File: config.mk
export PLATFORM = sky130hd
export DESIGN_NAME = hazard_ctrl_flat
export DESIGN_NICKNAME = d
export VERILOG_FILES = /design/src/rtl/hazard_pkg.sv /design/src/rtl/hazard_ctrl_if.sv /design/src/rtl/hazard_ctrl_mem_wait_fsm.sv /design/src/rtl/hazard_ctrl.sv /design/src/flat_wrapper.sv
export SDC_FILE = /design/constraint.sdc
export NUM_CORES = 1
export LEC_CHECK = 0
export CORE_MARGIN = 2
export CORE_UTILIZATION = 33
export CTS_BUF_LIST = sky130_fd_sc_hd__clkbuf_4 sky130_fd_sc_hd__clkbuf_8 sky130_fd_sc_hd__clkbuf_16
export DETAILED_ROUTE_END_ITERATION = 12
export PLACE_DENSITY = 0.87
export SLEW_MARGIN = 20
export SYNTH_ARGS = -nofsm -noshare
export SYNTH_HDL_FRONTEND = slang
export SYNTH_SLANG_ARGS = --single-unit
File: constraint.sdc
create_clock -name clk -period 4.3 [get_ports clk]
set_clock_uncertainty 0.05 [all_clocks]
set_input_delay 0.86 -clock clk [delete_from_list [all_inputs] [get_ports clk]]
set_output_delay 0.86 -clock clk [all_outputs]
set_load 0.02 [all_outputs]
File: src/rtl/hazard_pkg.sv
// Shared types and constants for the pipeline hazard controller.
// Forwarding select encoding and memory-wait FSM states.
package hazard_pkg;

  typedef enum logic [1:0] {
    FWD_RF = 2'b00,
    FWD_W  = 2'b01,
    FWD_M  = 2'b10
  } fwd_sel_t;

  typedef enum logic [1:0] {
    IDLE,
    WAIT,
    TMO
  } mem_state_t;

  localparam logic [3:0] PC_REG = 4'd15;

  // M beats W; R15 reads come from the PC path and are never forwarded.
  function automatic fwd_sel_t fwd_sel(
    input logic [3:0] ra,
    input logic [3:0] wa_m,
    input logic       rw_m,
    input logic [3:0] wa_w,
    input logic       rw_w
  );
    fwd_sel_t sel;
    sel = FWD_RF;
    if (ra != PC_REG) begin
      if (rw_m && (wa_m == ra)) begin
        sel = FWD_M;
      end else if (rw_w && (wa_w == ra)) begin
        sel = FWD_W;
      end
    end
    return sel;
  endfunction

endpackage

File: src/rtl/hazard_ctrl_if.sv
// Pipeline-side bundle of the hazard controller: stage addresses/enables in,
// forwarding selects, pipe-register stall/flush controls and counters out.
interface hazard_ctrl_if #(
  parameter int CNT_W = 32
);

  logic [3:0]       RA1D, RA2D;
  logic [3:0]       RA1E, RA2E;
  logic [3:0]       WA3E, WA3M, WA3W;
  logic             RegWriteE, RegWriteM, RegWriteW;
  logic             MemToRegE;
  logic             PCSrcD, PCSrcE, PCSrcM, PCSrcW;
  logic             BranchTakenE;
  logic             MemReqM, MemAckM;

  logic [1:0]       ForwardAE, ForwardBE;
  logic             StallF, StallD, StallE, StallM;
  logic             FlushD, FlushE, FlushW;
  logic             MemErr;
  logic [CNT_W-1:0] StallCnt, FlushCnt;

  modport master (
    output RA1D, RA2D, RA1E, RA2E, WA3E, WA3M, WA3W,
    output RegWriteE, RegWriteM, RegWriteW, MemToRegE,
    output PCSrcD, PCSrcE, PCSrcM, PCSrcW, BranchTakenE,
    output MemReqM, MemAckM,
    input  ForwardAE, ForwardBE,
    input  StallF, StallD, StallE, StallM,
    input  FlushD, FlushE, FlushW, MemErr,
    input  StallCnt, FlushCnt
  );

  modport slave (
    input  RA1D, RA2D, RA1E, RA2E, WA3E, WA3M, WA3W,
    input  RegWriteE, RegWriteM, RegWriteW, MemToRegE,
    input  PCSrcD, PCSrcE, PCSrcM, PCSrcW, BranchTakenE,
    input  MemReqM, MemAckM,
    output ForwardAE, ForwardBE,
    output StallF, StallD, StallE, StallM,
    output FlushD, FlushE, FlushW, MemErr,
    output StallCnt, FlushCnt
  );

endinterface

File: src/rtl/hazard_ctrl_mem_wait_fsm.sv
// M-stage memory/camera wait FSM: stall is combinational (zero-cycle), a missing
// ack for MEM_TIMEOUT WAIT cycles drops the access and pulses o_mem_err once.
module mem_wait_fsm
  import hazard_pkg::*;
#(
  parameter int MEM_TIMEOUT = 15
) (
  input  logic clk,
  input  logic reset,
  input  logic i_req,
  input  logic i_ack,
  output logic o_mem_stall,
  output logic o_mem_err
);

  localparam int             TW       = $clog2(MEM_TIMEOUT + 1);
  localparam logic [TW-1:0]  TMO_LAST = TW'(MEM_TIMEOUT - 1);
  localparam logic [TW-1:0]  CNT_ONE  = TW'(1);

  mem_state_t    r_state, w_state_nxt;
  logic [TW-1:0] r_cnt, w_cnt_nxt;
  logic          w_stall, w_err;

  always_ff @(posedge clk) begin
    if (!reset) begin
      r_state <= IDLE;
      r_cnt   <= '0;
    end else begin
      r_state <= w_state_nxt;
      r_cnt   <= w_cnt_nxt;
    end
  end

  always_comb begin
    w_state_nxt = r_state;
    w_cnt_nxt   = r_cnt;
    w_stall     = 1'b0;
    w_err       = 1'b0;
    case (r_state)
      IDLE: begin
        // An ack in the request cycle completes without any stall.
        if (i_req && !i_ack) begin
          w_stall     = 1'b1;
          w_state_nxt = WAIT;
          w_cnt_nxt   = '0;
        end
      end
      WAIT: begin
        w_stall = 1'b1;
        if (i_ack) begin
          w_state_nxt = IDLE;
        end else if (r_cnt == TMO_LAST) begin
          w_state_nxt = TMO;
        end else begin
          w_cnt_nxt = r_cnt + CNT_ONE;
        end
      end
      TMO: begin
        w_err       = 1'b1;
        w_state_nxt = IDLE;
      end
      default: begin
        w_state_nxt = IDLE;
      end
    endcase
    if (!reset) begin
      w_stall = 1'b0;
      w_err   = 1'b0;
    end
  end

  assign o_mem_stall = w_stall;
  assign o_mem_err   = w_err;

endmodule

File: src/rtl/hazard_ctrl.sv
// 5-stage pipeline hazard controller: combinational forwarding and stall/flush
// controls; optional saturating stall/flush counters under HAZARD_PERF_EN.
module hazard_ctrl
  import hazard_pkg::*;
#(
  parameter int MEM_TIMEOUT = 15,
  parameter int CNT_W       = 32
) (
  input  logic       clk,
  input  logic       reset,
  hazard_ctrl_if.slave hif
);

  fwd_sel_t w_fwd_a, w_fwd_b;
  logic     w_ldr_stall;
  logic     w_pc_pend;
  logic     w_mem_stall;
  logic     w_mem_err;

  mem_wait_fsm #(
    .MEM_TIMEOUT (MEM_TIMEOUT)
  ) u_mem_wait (
    .clk         (clk),
    .reset       (reset),
    .i_req       (hif.MemReqM),
    .i_ack       (hif.MemAckM),
    .o_mem_stall (w_mem_stall),
    .o_mem_err   (w_mem_err)
  );

  always_comb begin
    w_fwd_a     = fwd_sel(hif.RA1E, hif.WA3M, hif.RegWriteM, hif.WA3W, hif.RegWriteW);
    w_fwd_b     = fwd_sel(hif.RA2E, hif.WA3M, hif.RegWriteM, hif.WA3W, hif.RegWriteW);
    w_ldr_stall = hif.MemToRegE && hif.RegWriteE &&
                  ((hif.RA1D == hif.WA3E) || (hif.RA2D == hif.WA3E));
    w_pc_pend   = hif.PCSrcD | hif.PCSrcE | hif.PCSrcM;
  end

  always_comb begin
    hif.ForwardAE = FWD_RF;
    hif.ForwardBE = FWD_RF;
    hif.StallF    = 1'b0;
    hif.StallD    = 1'b0;
    hif.StallE    = 1'b0;
    hif.StallM    = 1'b0;
    hif.FlushD    = 1'b1;
    hif.FlushE    = 1'b1;
    hif.FlushW    = 1'b1;
    hif.MemErr    = 1'b0;
    if (reset) begin
      hif.ForwardAE = w_fwd_a;
      hif.ForwardBE = w_fwd_b;
      hif.StallM    = w_mem_stall;
      hif.StallE    = w_mem_stall;
      hif.StallD    = w_mem_stall | w_ldr_stall;
      hif.StallF    = w_mem_stall | w_ldr_stall | w_pc_pend;
      hif.FlushW    = w_mem_stall;
      // A frozen M stage holds E/D too, so their flushes wait until it releases.
      hif.FlushE    = !w_mem_stall & (w_ldr_stall | hif.BranchTakenE);
      hif.FlushD    = !w_mem_stall & (w_pc_pend | hif.PCSrcW | hif.BranchTakenE);
      hif.MemErr    = w_mem_err;
    end
  end

`ifdef HAZARD_PERF_EN
  localparam logic [CNT_W-1:0] CNT_ONE = CNT_W'(1);

  logic [CNT_W-1:0] r_stall_cnt, r_flush_cnt;

  always_ff @(posedge clk) begin
    if (!reset) begin
      r_stall_cnt <= '0;
      r_flush_cnt <= '0;
    end else begin
      if (hif.StallD && (r_stall_cnt != '1)) begin
        r_stall_cnt <= r_stall_cnt + CNT_ONE;
      end
      if ((hif.FlushD || hif.FlushE) && (r_flush_cnt != '1)) begin
        r_flush_cnt <= r_flush_cnt + CNT_ONE;
      end
    end
  end

  assign hif.StallCnt = r_stall_cnt;
  assign hif.FlushCnt = r_flush_cnt;
`else
  assign hif.StallCnt = '0;
  assign hif.FlushCnt = '0;
`endif

endmodule

File: src/flat_wrapper.sv
// flat-port wrapper written by rule: the top's interface ports become plain ports
module hazard_ctrl_flat import hazard_pkg::*;
#(
  parameter int MEM_TIMEOUT = 15,
  parameter int CNT_W       = 32
)
  (clk, reset, hif_RA1D, hif_RA2D, hif_RA1E, hif_RA2E, hif_WA3E, hif_WA3M, hif_WA3W, hif_RegWriteE, hif_RegWriteM, hif_RegWriteW, hif_MemToRegE, hif_PCSrcD, hif_PCSrcE, hif_PCSrcM, hif_PCSrcW, hif_BranchTakenE, hif_MemReqM, hif_MemAckM, hif_ForwardAE, hif_ForwardBE, hif_StallF, hif_StallD, hif_StallE, hif_StallM, hif_FlushD, hif_FlushE, hif_FlushW, hif_MemErr, hif_StallCnt, hif_FlushCnt);
  hazard_ctrl_if #(.CNT_W(CNT_W)) hif_i ();
  input  logic clk;
  input  logic reset;
  input wire logic [$bits(hif_i.RA1D)-1:0] hif_RA1D;
  input wire logic [$bits(hif_i.RA2D)-1:0] hif_RA2D;
  input wire logic [$bits(hif_i.RA1E)-1:0] hif_RA1E;
  input wire logic [$bits(hif_i.RA2E)-1:0] hif_RA2E;
  input wire logic [$bits(hif_i.WA3E)-1:0] hif_WA3E;
  input wire logic [$bits(hif_i.WA3M)-1:0] hif_WA3M;
  input wire logic [$bits(hif_i.WA3W)-1:0] hif_WA3W;
  input wire logic [$bits(hif_i.RegWriteE)-1:0] hif_RegWriteE;
  input wire logic [$bits(hif_i.RegWriteM)-1:0] hif_RegWriteM;
  input wire logic [$bits(hif_i.RegWriteW)-1:0] hif_RegWriteW;
  input wire logic [$bits(hif_i.MemToRegE)-1:0] hif_MemToRegE;
  input wire logic [$bits(hif_i.PCSrcD)-1:0] hif_PCSrcD;
  input wire logic [$bits(hif_i.PCSrcE)-1:0] hif_PCSrcE;
  input wire logic [$bits(hif_i.PCSrcM)-1:0] hif_PCSrcM;
  input wire logic [$bits(hif_i.PCSrcW)-1:0] hif_PCSrcW;
  input wire logic [$bits(hif_i.BranchTakenE)-1:0] hif_BranchTakenE;
  input wire logic [$bits(hif_i.MemReqM)-1:0] hif_MemReqM;
  input wire logic [$bits(hif_i.MemAckM)-1:0] hif_MemAckM;
  output wire logic [$bits(hif_i.ForwardAE)-1:0] hif_ForwardAE;
  output wire logic [$bits(hif_i.ForwardBE)-1:0] hif_ForwardBE;
  output wire logic [$bits(hif_i.StallF)-1:0] hif_StallF;
  output wire logic [$bits(hif_i.StallD)-1:0] hif_StallD;
  output wire logic [$bits(hif_i.StallE)-1:0] hif_StallE;
  output wire logic [$bits(hif_i.StallM)-1:0] hif_StallM;
  output wire logic [$bits(hif_i.FlushD)-1:0] hif_FlushD;
  output wire logic [$bits(hif_i.FlushE)-1:0] hif_FlushE;
  output wire logic [$bits(hif_i.FlushW)-1:0] hif_FlushW;
  output wire logic [$bits(hif_i.MemErr)-1:0] hif_MemErr;
  output wire logic [$bits(hif_i.StallCnt)-1:0] hif_StallCnt;
  output wire logic [$bits(hif_i.FlushCnt)-1:0] hif_FlushCnt;
  assign hif_i.RA1D = hif_RA1D;
  assign hif_i.RA2D = hif_RA2D;
  assign hif_i.RA1E = hif_RA1E;
  assign hif_i.RA2E = hif_RA2E;
  assign hif_i.WA3E = hif_WA3E;
  assign hif_i.WA3M = hif_WA3M;
  assign hif_i.WA3W = hif_WA3W;
  assign hif_i.RegWriteE = hif_RegWriteE;
  assign hif_i.RegWriteM = hif_RegWriteM;
  assign hif_i.RegWriteW = hif_RegWriteW;
  assign hif_i.MemToRegE = hif_MemToRegE;
  assign hif_i.PCSrcD = hif_PCSrcD;
  assign hif_i.PCSrcE = hif_PCSrcE;
  assign hif_i.PCSrcM = hif_PCSrcM;
  assign hif_i.PCSrcW = hif_PCSrcW;
  assign hif_i.BranchTakenE = hif_BranchTakenE;
  assign hif_i.MemReqM = hif_MemReqM;
  assign hif_i.MemAckM = hif_MemAckM;
  assign hif_ForwardAE = hif_i.ForwardAE;
  assign hif_ForwardBE = hif_i.ForwardBE;
  assign hif_StallF = hif_i.StallF;
  assign hif_StallD = hif_i.StallD;
  assign hif_StallE = hif_i.StallE;
  assign hif_StallM = hif_i.StallM;
  assign hif_FlushD = hif_i.FlushD;
  assign hif_FlushE = hif_i.FlushE;
  assign hif_FlushW = hif_i.FlushW;
  assign hif_MemErr = hif_i.MemErr;
  assign hif_StallCnt = hif_i.StallCnt;
  assign hif_FlushCnt = hif_i.FlushCnt;
  hazard_ctrl #(.MEM_TIMEOUT(MEM_TIMEOUT), .CNT_W(CNT_W)) u_core (.clk(clk), .reset(reset), .hif(hif_i));
endmodule
==> flow_summary.yaml <==
finish:
  fin_area_sq_um: 1588
  final_nets: 258
  drive_gt1_frac: 0.05164
  final_util: 0.4403
  syn2layout_area_growth_pct: 30.02
  diodes: 0
global_routing:
  grt_pass1_vias: 903
  antenna_found_initial: 0
  grt_start_max_net_pins: 12
  grt_pass1_wl_um: 3739
  grtUsageTotal: 0.1104
  overflow: 0
worst_setup_path:
  cp-end-kind: "output port"
  crit_path_max_fanout: 2
  arrival_ns: 2.86
  required_ns: 3.39
  crit_path_start_kind: "primary input"
  path_class: "in -> out"
detailed_routing:
  drtIter0Drc: 18
  drt_pass1_iterations: 4
  wl_um: 2568
  vias_per_cell: 4.004
  wl_per_cell_um: 9.839
  vias: 1045
  ant_nets: 0
  drc: 0
power:
  ir_worst_vdd_uv: 98.18
  power-per-cell-area_nw_per_um2: 185.4
  p_leak_nw: 0.6966
timing:
  layout_min_cycle_time_ns: 3.771
  final_max_slew_viol_count: 0
  fin_crit_sh: 0.8770
  grt_setup_unrepaired: "false"
  setup_violations: 0
  timing.hold.ws_ns: 0.4329
  hold_viol: 0
  finalSetupTns_ns: 0
  fin_ws_ns: 0.5289
  fmax_mhz: 265.2
placement:
  hpwl_um: 2260
  place_ws_ns: 0.5302
  place_congestion: 0.8088
  place_area_sq_um: 1546
  io_buffers: 52
cts:
  numCtsBuffers: 3
  cts_buffer_depth: 2
  htree_levels: 1
  clock_latency_ns: 0.22
  ctsHoldBuffers: 0
  clock-root-buffer: "clkbuf_8"
  path_clk_slew_ns: 0.04
  cts_tree: "built"
  cts_setup_buffers: 0
  cts_sinks: 6
  cts_resized: 0
floorplanning:
  dieArea_sq_um: 4203
  rows: 22
  ios: 117
  core_area_sq_um: 3606
  initial_core_util: 0.3387
  fp.dieH_um: 64.83
  die_w_um: 64.83
outcome:
  status: "complete, no violations"
logic_synthesis:
  synth-seq-cells: 6
  synth.avg_cell_area_sq_um: 7.585
  ys_types: 33
  yosysWarnings: 0
  netlist.area_leader.share: 0.3996
  synth_common_cells: "buf_4 (65), nor2_1 (12), xor2_1 (12)"
  synth_ff_type: "dfxtp_1"
  synth_edf_count: 0
  syn_inst: 161
  yosysSeqAreaShare: 0.09836
  synth_most_common_cell: "buf_4"
  syn_area_sq_um: 1221
  synth_top_area_cell: "buf_4"
  async_reset_ff_frac: 0
  synthTopCellsByArea: "buf_4 (40%), dfxtp_1 (9.8%), xor2_1 (8.6%)"
worst_hold_path:
  hold_path_class: "reg -> reg"
run:
  cap_violations: 0
==> sequential cells by signal, indices dropped and copies added, names as in the netlist <==
register and cells:
u_core.u_mem_wait.r_cnt 4, u_core.u_mem_wait.r_state 2
==> power by group <==
| part | internal (mW) | leakage (nW) | switching, mW |
|---|---|---|---|
| logic | 0.0601 | 0.626 | 0.0925 |
| clock network | 0.0599 | 0.0216 | 0.0218 |
| registers | 0.0579 | 0.0488 | 0.00220 |
| total | 0.178 | 0.697 | 0.116 |
==> metrics by stage <==
step | power (mW) | cells
after floorplan | 0.1960 | 224
after global placement | 0.2106 | 258
after detailed placement | 0.2123 | 258
after CTS | 0.2962 | 261
after global routing | 0.3137 | 261
final | 0.2944 | 261
==> cell usage in the layout, fill, tap and decap left out, types with 2 or more instances in the layout <==
master	n
a31oi_1	2
and2_1	2
and3_1	3
clkbuf_8	3
clkdlybuf4s50_1	52
conb_1	64
dfxtp_1	6
ha_1	2
inv_1	5
nand2_1	6
nand3_1	3
nand4_1	4
nor2_1	12
nor3_1	3
nor4_1	3
nor4b_2	2
o2111ai_1	2
o21ai_0	4
xnor2_1	10
xor2_1	12
==> critical path, cell delays in order <==
cell	delay [ns]
clkdlybuf4s50_1	0.45
xor2_1	0.18
nor4_1	0.42
o2111ai_1	0.21
o21ai_0	0.11
clkdlybuf4s50_1	0.62
==> metal layers <==
layer | wire (um) | share of wire | GRT usage | vias to the layer above
met5 | 0 | 0 | 0 | -
met4 | 0 | 0 | 0.02128 | 0
met2 | 1323 | 0.52 | 0.2088 | 66
met1 | 948 | 0.37 | 0.1154 | 463
li1 | - | - | - | 516
met3 | 296 | 0.12 | 0.04167 | 0
==> final cells by class <==
cell class,instances,area (sq um)
well taps,48,60.06
inverters,6,22.52
fillers,360,2018
multi-input cells,146,823.3
flip-flops and latches,6,120.1
repair buffers,52,520.5
clock buffers,3,41.29
==> kinds of logic (layout without fill, tap and decap cells) <==
kind of cell | Yosys count | after routing | share of synthesized area
other cells | 1 | 64 | 0.003071
compound gates | 15 | 15 | 0.08607
flops | 6 | 6 | 0.09836
fa+ha+maj | 2 | 2 | 0.02049
xor+xnor | 22 | 22 | 0.1578
buf+inv | 72 | 61 | 0.4211
simple gates | 43 | 43 | 0.2131
==> path summary, 6_finish.rpt <==
kind | start | endpoint | slack, ns | cells past startpoint
setup / recovery | hif_WA3E[1] | hif_StallD | 0.53 | 6
hold / removal | u_core.u_mem_wait.r_cnt[3] | u_core.u_mem_wait.r_state[1] | 0.43 | 2
setup reg to reg | u_core.u_mem_wait.r_cnt[0] | u_core.u_mem_wait.r_cnt[1] | 2.71 | 6
hold reg to reg | u_core.u_mem_wait.r_cnt[3] | u_core.u_mem_wait.r_state[1] | 0.43 | 2
Note: power is estimated with default switching activity, not from simulation.
